==> src/rtl/operand_fetch.sv <==
// Operand fetch stage: reads the register file, forwards from EX/WB and
// detects load-use hazards, then registers one operand bundle per transfer.
module operand_fetch (
  input  logic        clk,
  input  logic        rst,
  input  logic        in_valid,
  output logic        in_ready,
  input  logic [4:0]  in_rn,
  input  logic [4:0]  in_rm,
  input  logic [4:0]  in_rd,
  input  logic        in_reg_write,
  input  logic        in_mem_read,
  input  logic [63:0] in_imm,
  output logic [4:0]  rf_raddr1,
  output logic [4:0]  rf_raddr2,
  input  logic [63:0] rf_rdata1,
  input  logic [63:0] rf_rdata2,
  input  logic        ex_we,
  input  logic        ex_is_load,
  input  logic [4:0]  ex_addr,
  input  logic [63:0] ex_data,
  input  logic        wb_we,
  input  logic [4:0]  wb_addr,
  input  logic [63:0] wb_data,
  output logic        out_valid,
  input  logic        out_ready,
  output logic [63:0] out_a,
  output logic [63:0] out_b,
  output logic [63:0] out_imm,
  output logic [4:0]  out_rd,
  output logic        out_reg_write,
  output logic        out_mem_read,
  output logic [15:0] stall_cnt
);

  localparam logic [4:0] ZeroReg = 5'd31;

  logic        out_valid_q, out_valid_d;
  logic [63:0] out_a_q, out_a_d;
  logic [63:0] out_b_q, out_b_d;
  logic [63:0] out_imm_q, out_imm_d;
  logic [4:0]  out_rd_q, out_rd_d;
  logic        out_reg_write_q, out_reg_write_d;
  logic        out_mem_read_q, out_mem_read_d;
  logic [15:0] stall_cnt_q, stall_cnt_d;

  logic        hazard;
  logic        accept;
  logic [63:0] op_a;
  logic [63:0] op_b;

  // EX wins over WB; a load in EX has no data yet and is never a forward source.
  function automatic logic [63:0] resolve(
    input logic [4:0]  addr,
    input logic [63:0] rf_data,
    input logic        f_ex_we,
    input logic        f_ex_is_load,
    input logic [4:0]  f_ex_addr,
    input logic [63:0] f_ex_data,
    input logic        f_wb_we,
    input logic [4:0]  f_wb_addr,
    input logic [63:0] f_wb_data
  );
    logic [63:0] res;
    if (addr == ZeroReg) begin
      res = 64'h0;
    end else if (f_ex_we && !f_ex_is_load && (f_ex_addr == addr)) begin
      res = f_ex_data;
    end else if (f_wb_we && (f_wb_addr == addr)) begin
      res = f_wb_data;
    end else begin
      res = rf_data;
    end
    return res;
  endfunction

  assign rf_raddr1 = in_rn;
  assign rf_raddr2 = in_rm;

  always_comb begin
    op_a = resolve(in_rn, rf_rdata1, ex_we, ex_is_load, ex_addr, ex_data,
                   wb_we, wb_addr, wb_data);
    op_b = resolve(in_rm, rf_rdata2, ex_we, ex_is_load, ex_addr, ex_data,
                   wb_we, wb_addr, wb_data);
  end

  assign hazard = in_valid && ex_we && ex_is_load && (ex_addr != ZeroReg) &&
                  ((ex_addr == in_rn) || (ex_addr == in_rm));

  assign in_ready = rst && (!out_valid_q || out_ready) && !hazard;
  assign accept   = in_valid && in_ready;

  always_comb begin
    out_a_d         = out_a_q;
    out_b_d         = out_b_q;
    out_imm_d       = out_imm_q;
    out_rd_d        = out_rd_q;
    out_reg_write_d = out_reg_write_q;
    out_mem_read_d  = out_mem_read_q;
    out_valid_d     = out_valid_q && !out_ready;
    stall_cnt_d     = stall_cnt_q;

    if (accept) begin
      out_valid_d     = 1'b1;
      out_a_d         = op_a;
      out_b_d         = op_b;
      out_imm_d       = in_imm;
      out_rd_d        = in_rd;
      out_reg_write_d = in_reg_write;
      out_mem_read_d  = in_mem_read;
    end

    if (hazard && (stall_cnt_q != 16'hFFFF)) begin
      stall_cnt_d = stall_cnt_q + 16'd1;
    end
  end

  always_ff @(posedge clk) begin
    if (!rst) begin
      out_valid_q     <= 1'b0;
      out_a_q         <= 64'h0;
      out_b_q         <= 64'h0;
      out_imm_q       <= 64'h0;
      out_rd_q        <= 5'd0;
      out_reg_write_q <= 1'b0;
      out_mem_read_q  <= 1'b0;
      stall_cnt_q     <= 16'd0;
    end else begin
      out_valid_q     <= out_valid_d;
      out_a_q         <= out_a_d;
      out_b_q         <= out_b_d;
      out_imm_q       <= out_imm_d;
      out_rd_q        <= out_rd_d;
      out_reg_write_q <= out_reg_write_d;
      out_mem_read_q  <= out_mem_read_d;
      stall_cnt_q     <= stall_cnt_d;
    end
  end

  assign out_valid     = out_valid_q;
  assign out_a         = out_a_q;
  assign out_b         = out_b_q;
  assign out_imm       = out_imm_q;
  assign out_rd        = out_rd_q;
  assign out_reg_write = out_reg_write_q;
  assign out_mem_read  = out_mem_read_q;
  assign stall_cnt     = stall_cnt_q;

endmodule

==> config.mk <==
export PLATFORM = sky130hd
export DESIGN_NAME = operand_fetch
export DESIGN_NICKNAME = d
export VERILOG_FILES = /design/src/rtl/operand_fetch.sv
export SDC_FILE = /design/constraint.sdc
export NUM_CORES = 1
export LEC_CHECK = 0
export CORE_AREA = 5 5 221 223
export DETAILED_ROUTE_END_ITERATION = 8
export DIE_AREA = 0 0 226 228
export GPL_TIMING_DRIVEN = 0
export PLACE_DENSITY = 0.58
export SLEW_MARGIN = 5
export SYNTH_ARGS = -nofsm -noshare
export SYNTH_HDL_FRONTEND = slang
export SYNTH_SLANG_ARGS = --single-unit
==> constraint.sdc <==
create_clock -name clk -period 2.25 [get_ports clk]
set_input_delay 0.3375 -clock clk [delete_from_list [all_inputs] [get_ports clk]]
set_output_delay 0.3375 -clock clk [all_outputs]
set_load 0.05 [all_outputs]
==> impl_table.tex, run 1 <==
\begin{tabular}{lr}
\hline
Metric & Value \\
\hline
\multicolumn{2}{l}{\textbf{Floorplan}} \\
\quad Core Area & 46,360 um2 \\
\quad Die height & 228 um \\
\quad Count of boundary I/O pins & 581 \\
\quad Die span in x & between 200 and 250 um \\
\quad Effective utilization at floorplan & 0.2594 \\
\quad Row count & 79 \\
\quad Die footprint & $\sim$52,000 um2 \\
\multicolumn{2}{l}{\textbf{Synthesis}} \\
\quad Syn\_nets & about 1,900 \\
\quad Compound-cell area share of the yosys netlist & 0.2906 \\
\quad Fraction of synthesis flops using an asynchronous set or reset pin & 0 \\
\quad Most area-consuming cells after synthesis & sky130\_fd\_sc\_hd\_\_dfxtp\_1 (36\%), sky130\_fd\_sc\_hd\_\_o32ai\_1 (9.3\%), sky130\_fd\_sc\_hd\_\_inv\_1 (8.3\%) \\
\quad Per-instance average area after synthesis & between 8 and 9 um2 \\
\quad Count of state elements after synthesis & around 220 \\
\quad Summed instance area of the synthesized netlist & 12,020 um2 \\
\quad Library cell occupying the most area in the post-synthesis netlist & sky130\_fd\_sc\_hd\_\_dfxtp\_1 \\
\quad Adder-Cell Fraction of Synth Area & 0.001041 \\
\quad Yosys warns & 0 \\
\quad Simple-gate share of the synthesized area & 0.1237 \\
\quad Number of distinct standard cells referenced by the synthesized netlist & 45 \\
\quad Post-synthesis instance total & $\sim$1,500 \\
\quad Yosys top cell area share & 0.3596 \\
\quad Parity-gate share of the synthesized area counting xor and xnor cells & 0.01301 \\
\quad Main combinational cell family by area after synthesis & compound AO/OA/AOI/OAI gates \\
\quad Dominant register cell in the synthesized netlist & sky130\_fd\_sc\_hd\_\_dfxtp\_1 \\
\quad Number of enable-type register cells in the synthesized netlist & 0 \\
\quad Share of synthesized area spent on multiplexers & 0.06826 \\
\quad Sequential fraction of the synthesis area & 0.3596 \\
\multicolumn{2}{l}{\textbf{Global route}} \\
\quad Antenna violations before repair & 24 \\
\quad Total global routing track utilization & 0.2417 \\
\quad Remaining global-route overflow & 0 \\
\quad Largest net degree at the start of global routing & 20 \\
\quad First-pass GRT wire length & approximately 95 mm \\
\quad Via count of the first global-routing pass & between 10,000 and 15,000 \\
\multicolumn{2}{l}{\textbf{Power and ir drop}} \\
\quad Share of total power in combinational logic & 0.288 \\
\quad Switching part of the total power & 0.3326 \\
\quad Total internal power & 8.449 mW \\
\quad P\_leak & approximately 8 nW \\
\quad Largest voltage drop on the vdd net & 0.5063 mV \\
\quad Clock power frac & 0.375 \\
\quad Power density cells & about 640 nW/um2 \\
\quad Switching component of the power & about 4.2 mW \\
\quad Share of total power in sequential cells & 0.336 \\
\multicolumn{2}{l}{\textbf{Route}} \\
\quad \# DRC & 0 \\
\quad Vias per std cell & 5.220 \\
\quad DRC marker count from the first detailed-route iteration & around 1,200 \\
\quad Detail Route Antenna Nets & 0 \\
\quad Total Wirelength & around 67 mm \\
\quad Number of vias after detailed routing & $\sim$14,000 \\
\quad Number of search-and-repair iterations in the first detailed-routing pass & 6 \\
\quad Wire length per cell & roughly 24 um \\
\multicolumn{2}{l}{\textbf{Finish}} \\
\quad Number of nets in the layout & between 2,000 and 2,500 \\
\quad Multi-input gate area in the final layout & approximately 6000 um2 \\
\quad FF/Latch Area & between 4000 and 5000 um2 \\
\quad Most used cells in the layout excluding fill and tap cells & sky130\_fd\_sc\_hd\_\_clkdlybuf4s50\_1 (549), sky130\_fd\_sc\_hd\_\_inv\_1 (267), sky130\_fd\_sc\_hd\_\_dfxtp\_1 (216), sky130\_fd\_sc\_hd\_\_o32ai\_1 (128), sky130\_fd\_sc\_hd\_\_nand2\_1 (97) \\
\quad Fraction of final layout cells with drive strength greater than 1 & 0.07609 \\
\quad Number of fill cells & $\sim$4,700 \\
\quad Leading cell type in the layout, fill and taps excluded & sky130\_fd\_sc\_hd\_\_clkdlybuf4s50\_1 \\
\quad P\&R area growth vs syn & 63.81\% \\
\quad Final Instance Count excl. Fillers & 2,752 \\
\multicolumn{2}{l}{\textbf{Critical path}} \\
\quad Data arrival time of the worst path & about 1.8 ns \\
\quad Buf+Inv Stages, Crit Path & 1 \\
\quad Critical path cell sequence & clkdlybuf4s50\_1 \\
\quad Worst stage delay on the critical path & 0.92 ns \\
\quad Endpoint class of the critical path & output pin \\
\quad Max FO, Critical Path & 2 \\
\quad Data required time of the critical path & about 1.9 ns \\
\quad Crit path max-delay family & buffers and inverters \\
\quad Critical path launch point type & flop \\
\quad Category of the most critical setup path & reg2out \\
\quad Slowest cell on the critical path & sky130\_fd\_sc\_hd\_\_clkdlybuf4s50\_1 \\
\multicolumn{2}{l}{\textbf{Clock tree}} \\
\quad Max clock buf depth & 3 \\
\quad TritonCTS clock tree & done \\
\quad \# clock sinks & around 220 \\
\quad Deepest level of the CTS H-tree & 1 \\
\quad Inserted Clock Buffers & 27 \\
\quad Clock latency of the later-clocked register in the worst-skew pair & around 0.57 ns \\
\quad Master cell of the clock root buffer & sky130\_fd\_sc\_hd\_\_clkbuf\_16 \\
\quad Clock-pin slew of the registers on the worst-case setup and hold paths & 0.06 ns \\
\multicolumn{2}{l}{\textbf{Worst hold path}} \\
\quad Class of the tightest hold or removal check & in2reg \\
\multicolumn{2}{l}{\textbf{STA}} \\
\quad Final WS setup & 0.06863 ns \\
\quad Max Clk Rate & 458.4 MHz \\
\quad Final period util & 0.9695 \\
\quad Worst clock skew & about 0.034 ns \\
\quad Setup\_tns & 0 ns \\
\quad Unrepaired setup endpoints after global routing & no \\
\quad Post-layout minimum cycle time & 2.181 ns \\
\quad Final hold violation count & 0 \\
\quad Total setup violations reported at the end of the flow & 0 \\
\quad Worst slew pin tran & 0.8704 ns \\
\quad Worst relative slew slack & 0.4191 \\
\quad Final number of max-transition violations & 0 \\
\multicolumn{2}{l}{\textbf{Placed design}} \\
\quad Hpwl dp & between 50 and 60 mm \\
\quad Worst-case setup slack after placement & -1.230 ns \\
\quad Number of I/O port buffers & $\sim$580 \\
\quad Routability Congestion & 0.9007 \\
\quad Placed cell count & approximately 2,700 \\
\multicolumn{2}{l}{\textbf{Run status}} \\
\quad Run status & completed \\
\multicolumn{2}{l}{\textbf{Run}} \\
\quad Max-cap violation count & 0 \\
\hline
\end{tabular}
==> synth_stat cells, types with 12 or more instances <==
| cell | instances |
|---|---|
| sky130_fd_sc_hd__buf_4 | 19 |
| sky130_fd_sc_hd__clkbuf_1 | 101 |
| sky130_fd_sc_hd__o21ai_0 | 64 |
| sky130_fd_sc_hd__nand2b_1 | 14 |
| sky130_fd_sc_hd__or3_1 | 59 |
| sky130_fd_sc_hd__dfxtp_1 | 216 |
| sky130_fd_sc_hd__a211oi_1 | 64 |
| sky130_fd_sc_hd__o22ai_1 | 12 |
| sky130_fd_sc_hd__mux2i_1 | 82 |
| sky130_fd_sc_hd__a31oi_1 | 64 |
| sky130_fd_sc_hd__nand2_1 | 97 |
| sky130_fd_sc_hd__o31ai_1 | 63 |
| sky130_fd_sc_hd__and3_1 | 64 |
| sky130_fd_sc_hd__o32ai_1 | 128 |
| sky130_fd_sc_hd__inv_1 | 267 |
| sky130_fd_sc_hd__a21boi_0 | 64 |
| sky130_fd_sc_hd__buf_2 | 37 |
==> through the flow <==
stage,instance area (um2),power (mW),hold slack (ns),util
CTS,19580,12.74,0.2615,0.4223
detailed placement,18580,7.935,0.4452,0.4008
finish,19700,12.66,0.3007,0.4249
global placement,18580,7.914,0.4407,0.4008
global route,19690,13.11,0.2929,0.4248
floorplan,12020,6.204,0.4698,-
==> layout make-up <==
cell class	instances	area share
Multi-Input combinational cell	854	0.3066
Timing Repair Buffer	586	0.2948
Sequential cell	216	0.2195
Inverter	267	0.05088
Tap cell	607	0.03856
Antenna cell	16	0.002033
Clock inverter	10	0.009211
Clock buffer	37	0.03824
Buffer	159	0.04015
==> power by group through the flow <==
stage | combinational (mW) | sequential, mW | clock (mW)
after floorplan | 0.960 | 5.24 | 0
after global placement | 3.59 | 4.32 | 0
after detailed placement | 3.60 | 4.33 | 0
after CTS | 3.62 | 4.26 | 4.85
after global routing | 3.83 | 4.29 | 5.00
final | 3.65 | 4.26 | 4.75
==> metal layers <==
layer	up-vias	part of all wire	GRT usage
li1	6604	-	-
met1	6823	0.39	0.2840
met2	778	0.48	0.4183
met3	143	0.091	0.07205
met4	18	0.038	0.08247
met5	-	0.0017	0
==> flip-flops by register name, summed over array words and instances, names as in the netlist <==
register       flops
out_reg_write      1
out_mem_read       1
out_rd             5
out_a             64
stall_cnt         16
out_valid          1
out_b             64
out_imm           64
==> cells by family (layout without fill, tap and decap cells) <==
group | Yosys count | count (layout)
AOI/OAI and AO/OA | 477 | 477
xor gates and xnor gates | 17 | 17
adders and majority gates | 1 | 1
buffers and inverters | 429 | 1059
DFF | 216 | 216
muxes | 82 | 82
other | 0 | 16
and+or+nand+nor | 277 | 277
==> repair_timing <==
action                     CTS  global route
pin swaps                    4             4
setup buffers                1             5
hold buffers                 0             0
cloned                       0             1
setup endpoints to repair  219           108
gates resized for setup     74            49
==> final timing paths <==
path               from           to  slack [ns]  cells past startpoint
max           out_b[58]    out_b[58]        0.07                      1
min          in_imm[23]  out_imm[23]        0.30                      3
max reg2reg   out_valid    out_b[10]        0.27                      7
min reg2reg   out_a[36]    out_a[36]        0.45                      2
Power figures use the tool's default switching activity.
==> run 2: changes to the inputs <==
- CORE_AREA: 5 5 221 223 -> 2 2 223 225
- DIE_AREA: 0 0 226 228 -> 0 0 225 227
- DONT_BUFFER_PORTS: default -> 1
- PLACE_DENSITY: 0.58 -> 0.41
==> impl_table.tex, run 2 (synthesis results as in run 1) <==
\begin{tabular}{lr}
\hline
Metric & Value \\
\hline
\multicolumn{2}{l}{\textbf{Clock tree}} \\
\quad TritonCTS clock tree & done \\
\quad Clock-pin slew of the registers on the worst-case setup and hold paths & approximately 0.060 ns \\
\quad Master cell of the clock root buffer & sky130\_fd\_sc\_hd\_\_clkbuf\_16 \\
\quad Max clock buf depth & 3 \\
\quad \# clock sinks & 216 \\
\quad Deepest level of the CTS H-tree & 1 \\
\quad Inserted Clock Buffers & 28 \\
\quad Total setup buffers inserted after CTS & 0 \\
\quad Clock latency of the later-clocked register in the worst-skew pair & between 0.5 and 0.6 ns \\
\multicolumn{2}{l}{\textbf{Route}} \\
\quad Total Wirelength & between 60 and 70 mm \\
\quad Detail Route Antenna Nets & 0 \\
\quad Vias per std cell & between 5 and 6 \\
\quad Number of vias after detailed routing & 12,300 \\
\quad \# DRC & 0 \\
\quad Number of search-and-repair iterations in the first detailed-routing pass & 7 \\
\quad Wire length per cell & 27.77 um \\
\quad DRC marker count from the first detailed-route iteration & around 860 \\
\multicolumn{2}{l}{\textbf{Critical path}} \\
\quad Worst stage delay on the critical path & 0.71 ns \\
\quad Critical path cell sequence & and4\_1 > and3\_1 > o2111ai\_1 > or4\_1 > a21oi\_1 \\
\quad Slowest cell on the critical path & sky130\_fd\_sc\_hd\_\_dfxtp\_1 \\
\quad Critical path launch point type & flop \\
\quad Max FO, Critical Path & 4 \\
\quad Data arrival time of the worst path & 2.67 ns \\
\quad Endpoint class of the critical path & flop \\
\quad Category of the most critical setup path & reg2reg \\
\quad Data required time of the critical path & 2.74 ns \\
\multicolumn{2}{l}{\textbf{Finish}} \\
\quad Most used cells in the layout excluding fill and tap cells & sky130\_fd\_sc\_hd\_\_inv\_1 (267), sky130\_fd\_sc\_hd\_\_dfxtp\_1 (207), sky130\_fd\_sc\_hd\_\_o32ai\_1 (128), sky130\_fd\_sc\_hd\_\_nand2\_1 (97), sky130\_fd\_sc\_hd\_\_clkbuf\_1 (91) \\
\quad Fraction of final layout cells with drive strength greater than 1 & 0.08430 \\
\quad Number of nets in the layout & roughly 2,000 \\
\quad P\&R area growth vs syn & 21.79\% \\
\quad Final Instance Count excl. Fillers & 2,265 \\
\quad Finished layout cell area & approximately 15,000 um2 \\
\quad Number of fill cells & roughly 5,300 \\
\quad Leading cell type in the layout, fill and taps excluded & sky130\_fd\_sc\_hd\_\_inv\_1 \\
\quad Multi-input gate area in the final layout & 5986 um2 \\
\quad End-of-flow core utilization & 0.3017 \\
\quad FF/Latch Area & $\sim$4300 um2 \\
\multicolumn{2}{l}{\textbf{Placed design}} \\
\quad Routability Congestion & 0.8577 \\
\quad Worst-case setup slack after placement & -0.8230 ns \\
\quad Standard cell area after detailed placement & between 10,000 and 15,000 um2 \\
\quad Hpwl dp & 47.90 mm \\
\quad Number of I/O port buffers & 0 \\
\quad Placed cell count & 2,121 \\
\multicolumn{2}{l}{\textbf{STA}} \\
\quad Post-layout minimum cycle time & $\sim$2.2 ns \\
\quad Max Clk Rate & $\sim$460 MHz \\
\quad Final number of max-transition violations & 0 \\
\quad Worst relative slew slack & 0.2942 \\
\quad Final WS setup & roughly 0.063 ns \\
\quad Setup\_tns & 0 ns \\
\quad Final hold violation count & 0 \\
\quad Total setup violations reported at the end of the flow & 0 \\
\quad Worst slew pin tran & between 1 and 1.5 ns \\
\quad Worst clock skew & between 0.02 and 0.025 ns \\
\quad Final period util & 0.9718 \\
\multicolumn{2}{l}{\textbf{Global route}} \\
\quad Via count of the first global-routing pass & between 10,000 and 15,000 \\
\quad Antenna violations before repair & 10 \\
\quad First-pass GRT wire length & 87.75 mm \\
\quad Largest net degree at the start of global routing & 14 \\
\quad Total global routing track utilization & 0.2336 \\
\quad Remaining global-route overflow & 0 \\
\multicolumn{2}{l}{\textbf{Power and ir drop}} \\
\quad Power density cells & 774.2 nW/um2 \\
\quad P\_leak & roughly 6 nW \\
\quad Total internal power & $\sim$7.2 mW \\
\quad Share of total power in combinational logic & 0.131 \\
\quad Share of total power in sequential cells & 0.466 \\
\quad Clock power frac & 0.403 \\
\quad Largest voltage drop on the vdd net & $\sim$0.54 mV \\
\quad Switching component of the power & roughly 4.1 mW \\
\quad Switching part of the total power & 0.3607 \\
\multicolumn{2}{l}{\textbf{Floorplan}} \\
\quad Die footprint & approximately 50,000 um2 \\
\quad Die span in x & around 230 um \\
\quad Die height & approximately 230 um \\
\quad Count of boundary I/O pins & a little under 600 \\
\quad Row count & between 80 and 90 \\
\quad Effective utilization at floorplan & 0.2477 \\
\quad Core Area & $\sim$49,000 um2 \\
\multicolumn{2}{l}{\textbf{Run}} \\
\quad Max-cap violation count & 0 \\
\multicolumn{2}{l}{\textbf{Run status}} \\
\quad Run status & completed \\
\multicolumn{2}{l}{\textbf{Worst hold path}} \\
\quad Class of the tightest hold or removal check & in2reg \\
\hline
\end{tabular}
run 2: changes by cell type in the layout (fill, tap and decap cells not counted), sizes merged:
cell / change
diode: -10
bufinv: -4
dlygate4sd2: -20
clkinv: +9
dlymetal6s2s: -4
clkinvlp: +3
clkbuf: -6
clkdlybuf4s50: -549
dlygate4sd3: +86
buf: -7
run 2: area by class of cell:
type	instances	area share
multi-input cells	854	0.4088
flip-flops and latches	216	0.2961
inverters	267	0.06844
repair buffers	86	0.05878
well taps	622	0.05314
clock buffers	34	0.05289
plain buffers	162	0.05135
clock inverters	18	0.009569
diodes	6	0.001025
run 2: what timing repair did:
action,CTS,global route
gates cloned,0,0
gates resized for setup,14,17
endpoints found under the setup margin,97,39
hold buffers,86,0
hold endpoints to repair,87,0
run 2: final timing paths:
kind                                   start       endpoint  slack, ns  cells past startpoint
worst max-delay path            stall_cnt[5]  stall_cnt[11]       0.06                      5
worst min-delay path             ex_data[39]      out_b[39]       0.02                      2
worst max register to register  stall_cnt[5]  stall_cnt[11]       0.06                      5
worst min register to register  stall_cnt[7]   stall_cnt[7]       0.61                      2
run 2: stage by stage:
step	hold slack (ns)	power, mW
global placement	0.4733	6.699
CTS	0.0004450	11.46
detailed placement	0.4755	6.717
global route	0.02346	11.78
floorplan	0.4698	6.204
finish	0.02387	11.34
run 2: worst max-delay path: cells and delay by family (launching register included):
| kind | cells | cell delay, ns |
|---|---|---|
| compound gates | 2 | 0.39 |
| flops | 1 | 0.71 |
| simple gates | 3 | 1.02 |
run 2: power by group through the flow:
stage | clock network [mW] | logic (mW) | registers [mW]
2_1_floorplan | 0 | 0.960 | 5.24
4_1_cts | 4.69 | 1.48 | 5.28
3_5_place_dp | 0 | 1.35 | 5.37
5_1_grt | 4.84 | 1.63 | 5.31
6_report | 4.57 | 1.49 | 5.28
3_3_place_gp | 0 | 1.33 | 5.37
run 2: metal layers:
metal | track usage | wire length (um)
met3 | 0.07628 | 6259
met4 | 0.07669 | 2151
met5 | 0 | 40
met2 | 0.4076 | 30470
met1 | 0.2695 | 23970
